<file path="src/rtl/seg_scan_pkg.sv">
// Shared types and constants for the 7-segment scan controller.
package seg_scan_pkg;

    // Scan phase: all digits dark, or one digit slot lit
    typedef enum logic {
        BLANK = 1'b0,
        SHOW  = 1'b1
    } scan_state_t;

    localparam logic [6:0] SEG_BLANK = 7'h00;
    localparam logic [6:0] SEG_ZERO  = 7'h3F;

    // Segment bit positions within the 7-bit glyph
    localparam int SEG_A = 0;
    localparam int SEG_B = 1;
    localparam int SEG_C = 2;
    localparam int SEG_D = 3;
    localparam int SEG_E = 4;
    localparam int SEG_F = 5;
    localparam int SEG_G = 6;

endpackage

</file>
<file path="src/rtl/hex_seg_lut.sv">
// Combinational hex nibble to 7-segment glyph table (active-high, bit 0 = a).
module hex_seg_lut
    import seg_scan_pkg::*;
(
    input  logic [3:0] nibble,
    output logic [6:0] seg
);

    // Standard hex glyphs, lowercase b and d to keep them distinct from 8 and 0
    always_comb begin
        seg = SEG_BLANK;
        case (nibble)
            4'h0: seg = SEG_ZERO;
            4'h1: seg = 7'h06;
            4'h2: seg = 7'h5B;
            4'h3: seg = 7'h4F;
            4'h4: seg = 7'h66;
            4'h5: seg = 7'h6D;
            4'h6: seg = 7'h7D;
            4'h7: seg = 7'h07;
            4'h8: seg = 7'h7F;
            4'h9: seg = 7'h6F;
            4'hA: seg = 7'h77;
            4'hB: seg = 7'h7C;
            4'hC: seg = 7'h39;
            4'hD: seg = 7'h5E;
            4'hE: seg = 7'h79;
            4'hF: seg = 7'h71;
            default: seg = SEG_BLANK;
        endcase
    end

endmodule

</file>
<file path="src/rtl/seg_scan_ctrl.sv">
// Time-multiplexed scan controller for a common-segment 7-segment display.
// A double-buffered value (shadow -> active) is committed only at frame wrap
// so a frame never shows a mix of two values.
// Optional build macro: SEG_SCAN_LZ_BLANK_EN enables leading-zero suppression.
//
// state | meaning
// BLANK | all anodes off for BLANK_CYC cycles before the next digit slot
// SHOW  | digit idx driven (if visible) for DWELL_CYC cycles
module seg_scan_ctrl
    import seg_scan_pkg::*;
#(
    parameter int DIGITS    = 4,
    parameter int DWELL_CYC = 50000,
    parameter int BLANK_CYC = 500
) (
    input  logic                  I_CLK,
    input  logic                  I_RST,
    input  logic                  I_LOAD,
    input  logic [4*DIGITS-1:0]   I_VALUE,
    input  logic [DIGITS-1:0]     I_DIGIT_EN,
    output logic                  O_READY,
    output logic [6:0]            O_SEG,
    output logic [DIGITS-1:0]     O_ANODE,
    output logic                  O_FRAME
);

    localparam int MAX_CYC    = (DWELL_CYC > BLANK_CYC) ? DWELL_CYC : BLANK_CYC;
    localparam int CW         = $clog2(MAX_CYC + 1);
    localparam int IW         = (DIGITS > 1) ? $clog2(DIGITS) : 1;
    localparam int BLANK_LAST = (BLANK_CYC > 0) ? BLANK_CYC - 1 : 0;
    localparam logic [CW-1:0] CNT_BLANK_END = CW'(BLANK_LAST);
    localparam logic [CW-1:0] CNT_SHOW_END  = CW'(DWELL_CYC - 1);
    localparam logic [IW-1:0] IDX_LAST      = IW'(DIGITS - 1);
    localparam bit            SKIP_BLANK    = (BLANK_CYC == 0);

    scan_state_t           state;
    logic [CW-1:0]         cnt;
    logic [IW-1:0]         idx;
    logic [4*DIGITS-1:0]   active;
    logic [4*DIGITS-1:0]   shadow;
    logic                  pending;

    logic                  blank_end;
    logic                  show_end;
    logic                  wrap;
    logic                  commit;
    logic                  accept;
    logic                  pending_nxt;
    logic                  enter_show;
    logic [IW-1:0]         idx_nxt;
    logic [4*DIGITS-1:0]   active_nxt;
    logic [3:0]            sel_nibble;
    logic [6:0]            glyph;
    logic                  lz_ok;
    logic                  visible;

    // Slot timing and the value the next slot will be drawn from; glyph and
    // visibility use post-commit values so a zero-blank wrap shows the new value
    always_comb begin
        blank_end   = (state == BLANK) && (cnt == CNT_BLANK_END);
        show_end    = (state == SHOW) && (cnt == CNT_SHOW_END);
        wrap        = show_end && (idx == IDX_LAST);
        commit      = wrap && pending;
        accept      = I_LOAD && O_READY;
        pending_nxt = accept | (pending & ~commit);
        enter_show  = blank_end || (show_end && SKIP_BLANK);
        idx_nxt     = idx;
        if (show_end) idx_nxt = wrap ? '0 : idx + 1'b1;
        active_nxt  = commit ? shadow : active;
        sel_nibble  = active_nxt[4*idx_nxt +: 4];
    end

`ifdef SEG_SCAN_LZ_BLANK_EN
    // Digit k>0 goes dark when it and every higher nibble are zero
    always_comb begin
        lz_ok = (idx_nxt == '0) || ((active_nxt >> (4*idx_nxt)) != '0);
    end
`else
    assign lz_ok = 1'b1;
`endif

    assign visible = I_DIGIT_EN[idx_nxt] & lz_ok;

    hex_seg_lut u_lut (
        .nibble (sel_nibble),
        .seg    (glyph)
    );

    // Scan FSM, load handshake and registered display outputs
    always_ff @(posedge I_CLK) begin
        if (I_RST) begin
            state   <= BLANK;
            cnt     <= '0;
            idx     <= '0;
            active  <= '0;
            shadow  <= '0;
            pending <= 1'b0;
            O_READY <= 1'b1;
            O_SEG   <= SEG_BLANK;
            O_ANODE <= '0;
            O_FRAME <= 1'b0;
        end else begin
            if (accept) shadow <= I_VALUE;
            pending <= pending_nxt;
            O_READY <= ~pending_nxt;
            active  <= active_nxt;
            idx     <= idx_nxt;
            O_FRAME <= wrap;

            if (blank_end) begin
                state <= SHOW;
                cnt   <= '0;
            end else if (show_end) begin
                state <= SKIP_BLANK ? SHOW : BLANK;
                cnt   <= '0;
            end else begin
                cnt <= cnt + 1'b1;
            end

            if (enter_show) begin
                O_ANODE <= visible ? (DIGITS'(1) << idx_nxt) : '0;
                O_SEG   <= visible ? glyph : SEG_BLANK;
            end else if (show_end) begin
                O_ANODE <= '0;
                O_SEG   <= SEG_BLANK;
            end
        end
    end

endmodule
</file>
<file path="config.mk">
export PLATFORM = sky130hd
export DESIGN_NAME = seg_scan_ctrl
export DESIGN_NICKNAME = d
export VERILOG_FILES = /design/src/rtl/seg_scan_pkg.sv /design/src/rtl/hex_seg_lut.sv /design/src/rtl/seg_scan_ctrl.sv
export SDC_FILE = /design/constraint.sdc
export NUM_CORES = 1
export LEC_CHECK = 0
export ABC_AREA = 1
export CAP_MARGIN = 10
export CORE_UTILIZATION = 60
export DETAILED_ROUTE_END_ITERATION = 6
export PLACE_DENSITY = 0.95
export SKIP_LAST_GASP = 1
export SLEW_MARGIN = 20
export SYNTH_ARGS = -nofsm -noshare
export SYNTH_HDL_FRONTEND = slang
export SYNTH_SLANG_ARGS = --single-unit
</file>
<file path="constraint.sdc">
create_clock -name I_CLK -period 4.8 [get_ports I_CLK]
set_input_delay 0.48 -clock I_CLK [delete_from_list [all_inputs] [get_ports I_CLK]]
set_output_delay 0.48 -clock I_CLK [all_outputs]
set_load 0.02 [all_outputs]
</file>
Word-level counts from Yosys, hierarchy flattened
Memory sizes are Yosys's and may differ from the RTL's.
Cells that the tools add are included.
{ "op_classes": {"mul": 0, "eq_ne": 3, "n_div": 0, "n_addsub": 2, "n_bitwise": 5, "shifts": 2, "reduce_logical": 7, "n_mux": 13, "order_cmp": 1} }
{ "op_table": {"columns": ["cell", "n"], "rows": [
  ["$mux W7", 3],
  ["$add A16 B1 Y16 const B", 1],
  ["$eq A16 B16 Y1 const B", 1],
  ["$eq A16 B9 Y1 const B", 1],
  ["$mux W16", 1],
  ["$shiftx A16 B5 Y4", 1],
  ["$mux W4", 3],
  ["$logic_and A1 B1 Y1", 5],
  ["$mux W2", 2],
  ["$shl A1 B2 Y4 const A", 1],
  ["$lt A2 B3 Y1 const B", 1],
  ["$mux W1", 3],
  ["$not A1 Y1", 3],
  ["$reduce_or A3 Y1", 1],
  ["$add A2 B1 Y2 const B", 1],
  ["$bmux W1 S2", 1],
  ["$eq A2 B2 Y1 const B", 1],
  ["$reduce_bool A2 Y1", 1],
  ["$and A1 B1 Y1", 1],
  ["$or A1 B1 Y1", 1]
]} }
{ "word_totals": {"mem_count": 1, "input_bits": 23, "register_bits": 65, "word_cells": 44, "ram_bits": 0, "latch_bits": 0, "rom_bits": 112, "output_inout_bits": 13} }
{ "memory_table": {"columns": ["name", "words", "width", "rd", "rd_ports_with_merged_regs", "write_ports", "line_no", "source"], "rows": [
  ["(no name shown)", 16, 7, 1, 0, 0, "hex_seg_lut.sv:12", "case (nibble)"]
]} }

Depth between registers and ports, before layout
{ "logic_depth": {"word_depth": 9, "mapped_depth": 18} }

Cells and area by module
From an unflattened synthesis, not the netlist that was laid out.
{ "unflattened": {"hier_cells": 491, "area_unflattened_um2": 3498.4} }
{ "by_module_without_submodules": {"columns": ["mod", "n_inst", "area_per_inst_um2", "cells_each", "seq_area_each_um2"], "rows": [
  ["seg_scan_ctrl", 1, 3221.8, 439, 1301.2],
  ["hex_seg_lut", 1, 276.5, 52, 0.0]
]} }

Worst setup path after synthesis
OpenSTA, ideal clock, no wires.
{ "synth_path": {"path_kind": "reg2reg", "startpoint": "register cnt[0]", "endpoint": "register O_SEG[3]", "path_stages_with_launch": 18, "period_less_slack_ps": 2230, "setup_ps": 59, "slack_ps": 2570, "arrival_time_ps": 2171, "path_cell_list": "dfxtp_1 ha_1 nand3_2 nor3_4 nand4_4 buf_6 nand2_1 nand2_1 nand2_1 nand2_1 nor2_2 inv_1 ha_1 nand2_2 nand2_1 nand2_1 nand3_1 nand2_1"} }
{ "synth_via": {"elab_chain_len": 9, "elab_cells_between_ends": 16, "cone_classes": "2 x eq/ne; 1 x shift; 7 x mux; 5 x reduce/logical; 1 x memory"} }
{ "synth_lines": {"columns": ["item", "line_no", "source"], "rows": [
  ["from (decl)", "seg_scan_ctrl.sv:37", "logic [CW-1:0] cnt;"],
  ["from (signal assigned)", "seg_scan_ctrl.sv:117", "cnt <= cnt + 1'b1;"],
  ["$eq A16 B16 Y1", "seg_scan_ctrl.sv:61", "show_end = (state == SHOW) && (cnt == CNT_SHOW_END);"],
  ["$logic_and A1 B1 Y1", "seg_scan_ctrl.sv:61", null],
  ["$logic_and A1 B1 Y1", "seg_scan_ctrl.sv:62", "wrap = show_end && (idx == IDX_LAST);"],
  ["$mux W2 / $logic_and A1 B1 Y1 (equally long branches)", "seg_scan_ctrl.sv:68, seg_scan_ctrl.sv:63", null],
  ["$mux W2 / $mux W16 (equally long branches)", "seg_scan_ctrl.sv:68, seg_scan_ctrl.sv:69", null],
  ["$shiftx A16 B5 Y4 / $bmux W1 S2 (equally long branches)", "seg_scan_ctrl.sv:70, seg_scan_ctrl.sv:82", null],
  ["$mem_v2 Z16 W7 / $mux W1 (equally long branches)", null, null],
  ["$mux W7", "seg_scan_ctrl.sv:122", "O_SEG <= visible ? glyph : SEG_BLANK;"],
  ["$mux W7", "seg_scan_ctrl.sv:120", "if (enter_show) begin"],
  ["to (signal assigned)", "seg_scan_ctrl.sv:122", null],
  ["to (decl)", "seg_scan_ctrl.sv:22", "output logic [6:0] O_SEG,"]
]} }
Parallel ways exist; a longest one is shown, timed or not. The select of a mux whose other input is x is not followed.
A chain may end at the register's enable or synchronous reset.

Final worst setup path
Same ends and word-level chain as after synthesis.

==> flow_summary_export.csv <==
group,metric,value,unit
critical_path,worst_r2r_startpoint,"cnt[0]",
clock_tree,h-tree-depth,3,
clock_tree,clkTransAtPathRegs,0.07,ns
final_layout,ff_latch_area,1300,µm²
placement,portBuffers,35,
sta,max_slew_margin,62.0,%
critical_path,rr_endpoint,"O_SEG[3]",
final_layout,num_antenna_cells,0,
detailed_routing,drc,0,
final_layout,fill_cells,442,
floorplanning,io_pins,36,
synthesis,synth_top_area_share,40.5,%
floorplanning,core_area,5140,µm²
placement,dpl_cell_area,3610,µm²
critical_path,path_max_fanout,17,
placement,dp_hpwl,4.91,mm
clock_tree,clk_latency,0.34,ns
detailed_routing,via_per_inst,5.18,
final_layout,fin_nets,509,
sta,fin_crit,2.71,ns
detailed_routing,antenna_left,0,
sta,hold_viol,0,
sta,rsz0062_at_grt,"false",
detailed_routing,routed_wl,6.58,mm
critical_path,required,5.04,ns
detailed_routing,drt_pre_antenna_iters,4,
sta,setup_tns,0,ns
detailed_routing,vias,2863,
sta,fin_skew,0.00528,ns
sta,finalCritPeriodShare,56.5,%
clock_tree,ctsHoldBuffers,0,
synthesis,synth_ff_type,"dfxtp_1",
critical_path,cp.arrival,2.95,ns
placement,placed_cells,537,
final_layout,fin_cells,553,
placement,pre_cts_slack,2.06,ns
synthesis,async_flop_share,0,%
floorplanning,fp.dieW,75.2,µm
worst_hold_path,hold_path_class,"register to register",
clock_tree,cts.sinks,65,
pwr,p_per_area,271,nW/µm²
synthesis,synth-warning-count,0,
synthesis,synth_nets,473,
critical_path,critPathKind,"register to register",
global_route,grt_first_pass_wirelength,11.1,mm
critical_path,ff2ff_path_depth,17,
synthesis,ys_top_cells_by_count,"nand2_1, dfxtp_1, nor2_1, inv_1, a21oi_1",
clock_tree,cts.path.max_buffers,2,
worst_hold_path,min_path_cells,2,
final_layout,multi_input_area,1680,µm²
final_layout,syn_to_final_growth,17.6,%
final_layout,drive_gt1_share,14.5,%
synthesis,synth_edf_count,0,
floorplanning,fp.dieH,75.2,µm
synthesis,yosysSeqAreaShare,40.5,%
clock_tree,postCtsSetupRepairBufs,0,
detailed_routing,drt_iter0_drc,129,
critical_path,start_kind,"register",
clock_tree,cts_tree,"done",
final_layout,final_area,3780,µm²
clock_tree,post_cts_resized,0,
floorplanning,dieArea,5650,µm²
pwr,p_leak,0.00166,µW
pwr,ir_worst_vdd,0.203,mV
sta,slew_violations,0,
synthesis,yosysMostFrequentCell,"nand2_1",
detailed_routing,wl_per_cell,11.9,µm
synthesis,syn-instance-count,442,
synthesis,ys_ff_latch,65,
clock_tree,cts_made_buffers,9,
global_route,grt_pass1_vias,2610,
sta,worstMarginPinSlew,0.569,ns
critical_path,crit_path_end_kind,"register",
floorplanning,num_rows,26,
sta,finalWorstSetupSlack,2.09,ns
placement,globalplace.congestion,0.848,
synthesis,netlist_area,3210,µm²
status,status,"complete, no violations",
sta,max_freq,0.369,GHz
sta,setup_viol,0,
clock_tree,cts_root_buf,"clkbuf_8",
synthesis,synth_area_leaders,"dfxtp_1, nand2_1, nor2_1, inv_1, a21oi_1",
global_route,gr-total-overflow,0,
floorplanning,initial_core_util,62.5,%
global_route,track_usage,26.0,%
synthesis,synth_top_area_cell,"dfxtp_1",
global_route,antenna_found_initial,0,
critical_path,crit_path_end,"O_SEG[3]",
critical_path,startpoint,"cnt[0]",
critical_path,r2r_setup_slack,2.09,ns
global_route,grt_max_degree,24,
synthesis,avgSynthCellArea,7.27,µm²
flow_run,cap_violations,0,
synthesis,synth_cell_types,32,
worst min path at each step:
stage	from	endpoint	slack, ns
floorplan	cnt[0]	cnt[0]	0.42
global placement	cnt[0]	cnt[0]	0.43
detailed placement	O_SEG[4]	O_SEG[4]	0.44
CTS	shadow[15]	shadow[15]	0.46
global route	shadow[11]	shadow[11]	0.47
finish	O_SEG[2]	O_SEG[2]	0.46
kinds of logic (layout without fill, tap and decap cells):
kind of cell / Yosys count / count (layout) / share of synthesized area [%]
adder cells (fa/ha/maj): 8 / 8 / 3.12
AND/OR/NAND/NOR: 251 / 251 / 38.9
flip-flops: 65 / 65 / 40.5
AO/OA/AOI/OAI: 54 / 54 / 8.96
buffers and inverters: 59 / 100 / 7.20
XOR/XNOR: 5 / 5 / 1.36
cells in the final DEF (no fill, tap or decap), types with 8 or more instances in the layout:
| cell | n |
|---|---|
| clkdlybuf4s50_1 | 35 |
| inv_1 | 41 |
| ha_1 | 8 |
| dfxtp_1 | 65 |
| nand4_1 | 10 |
| clkbuf_8 | 10 |
| nand2_2 | 18 |
| nor2_1 | 55 |
| o21ai_0 | 20 |
| nand3_1 | 24 |
| nand2_1 | 111 |
| a21oi_1 | 26 |
metal layers:
metal	vias to the layer above	part of all wire (%)	track usage (%)	wire length, µm
met5	-	0	0	0
met4	0	3.1	15.2	206
met3	20	4.3	4.95	282
met2	73	50	44.5	3260
met1	1289	43	30.2	2830
li1	1481	-	-	-
worst max-delay path: stages (launching register included):
cell and delay (ns):
dfxtp_1 0.35, ha_1 0.19, nand3_2 0.15, nor3_4 0.32, nand4_4 0.28, inv_1 0.27
nand2_1 0.10, nand2_1 0.07, nand2_1 0.05, nand2_1 0.10, inv_1 0.05, nand2_1 0.10
ha_1 0.20, inv_1 0.07, nand2_1 0.09, nand3_1 0.08, nand3_1 0.09, nand2_1 0.05
sequential cells by signal, summed over array words and instances, names as in the netlist:
register and flops:
O_ANODE 4, O_FRAME 1, O_READY 1, O_SEG 7, active 16, cnt 16
idx 2, pending 1, shadow 16, state 1
per-stage QoR:
step | utilization [%] | hold slack [ns] | power (µW)
final | 73.5 | 0.459 | 1030
after global routing | 73.5 | 0.474 | 1060
after CTS | 73.5 | 0.459 | 1030
after detailed placement | 70.2 | 0.445 | 633
after global placement | 70.2 | 0.430 | 630
after floorplan | - | 0.418 | 605
area by class of cell:
cell class                      instances  share of cell area (%)
Multi-Input combinational cell        318                    44.5
Sequential cell                        65                    34.4
Timing Repair Buffer                   36                    9.47
Inverter                               48                    4.77
Clock buffer                           11                    3.74
Tap cell                               70                    2.32
Clock inverter                          5                   0.828
report_power, final:
part / switching [µW] / total [µW] / internal (µW)
clock: 205 / 404 / 199
combinational: 29.6 / 57.4 / 27.9
sequential: 9.70 / 564 / 554
Note: power is estimated with default switching activity, not from simulation.
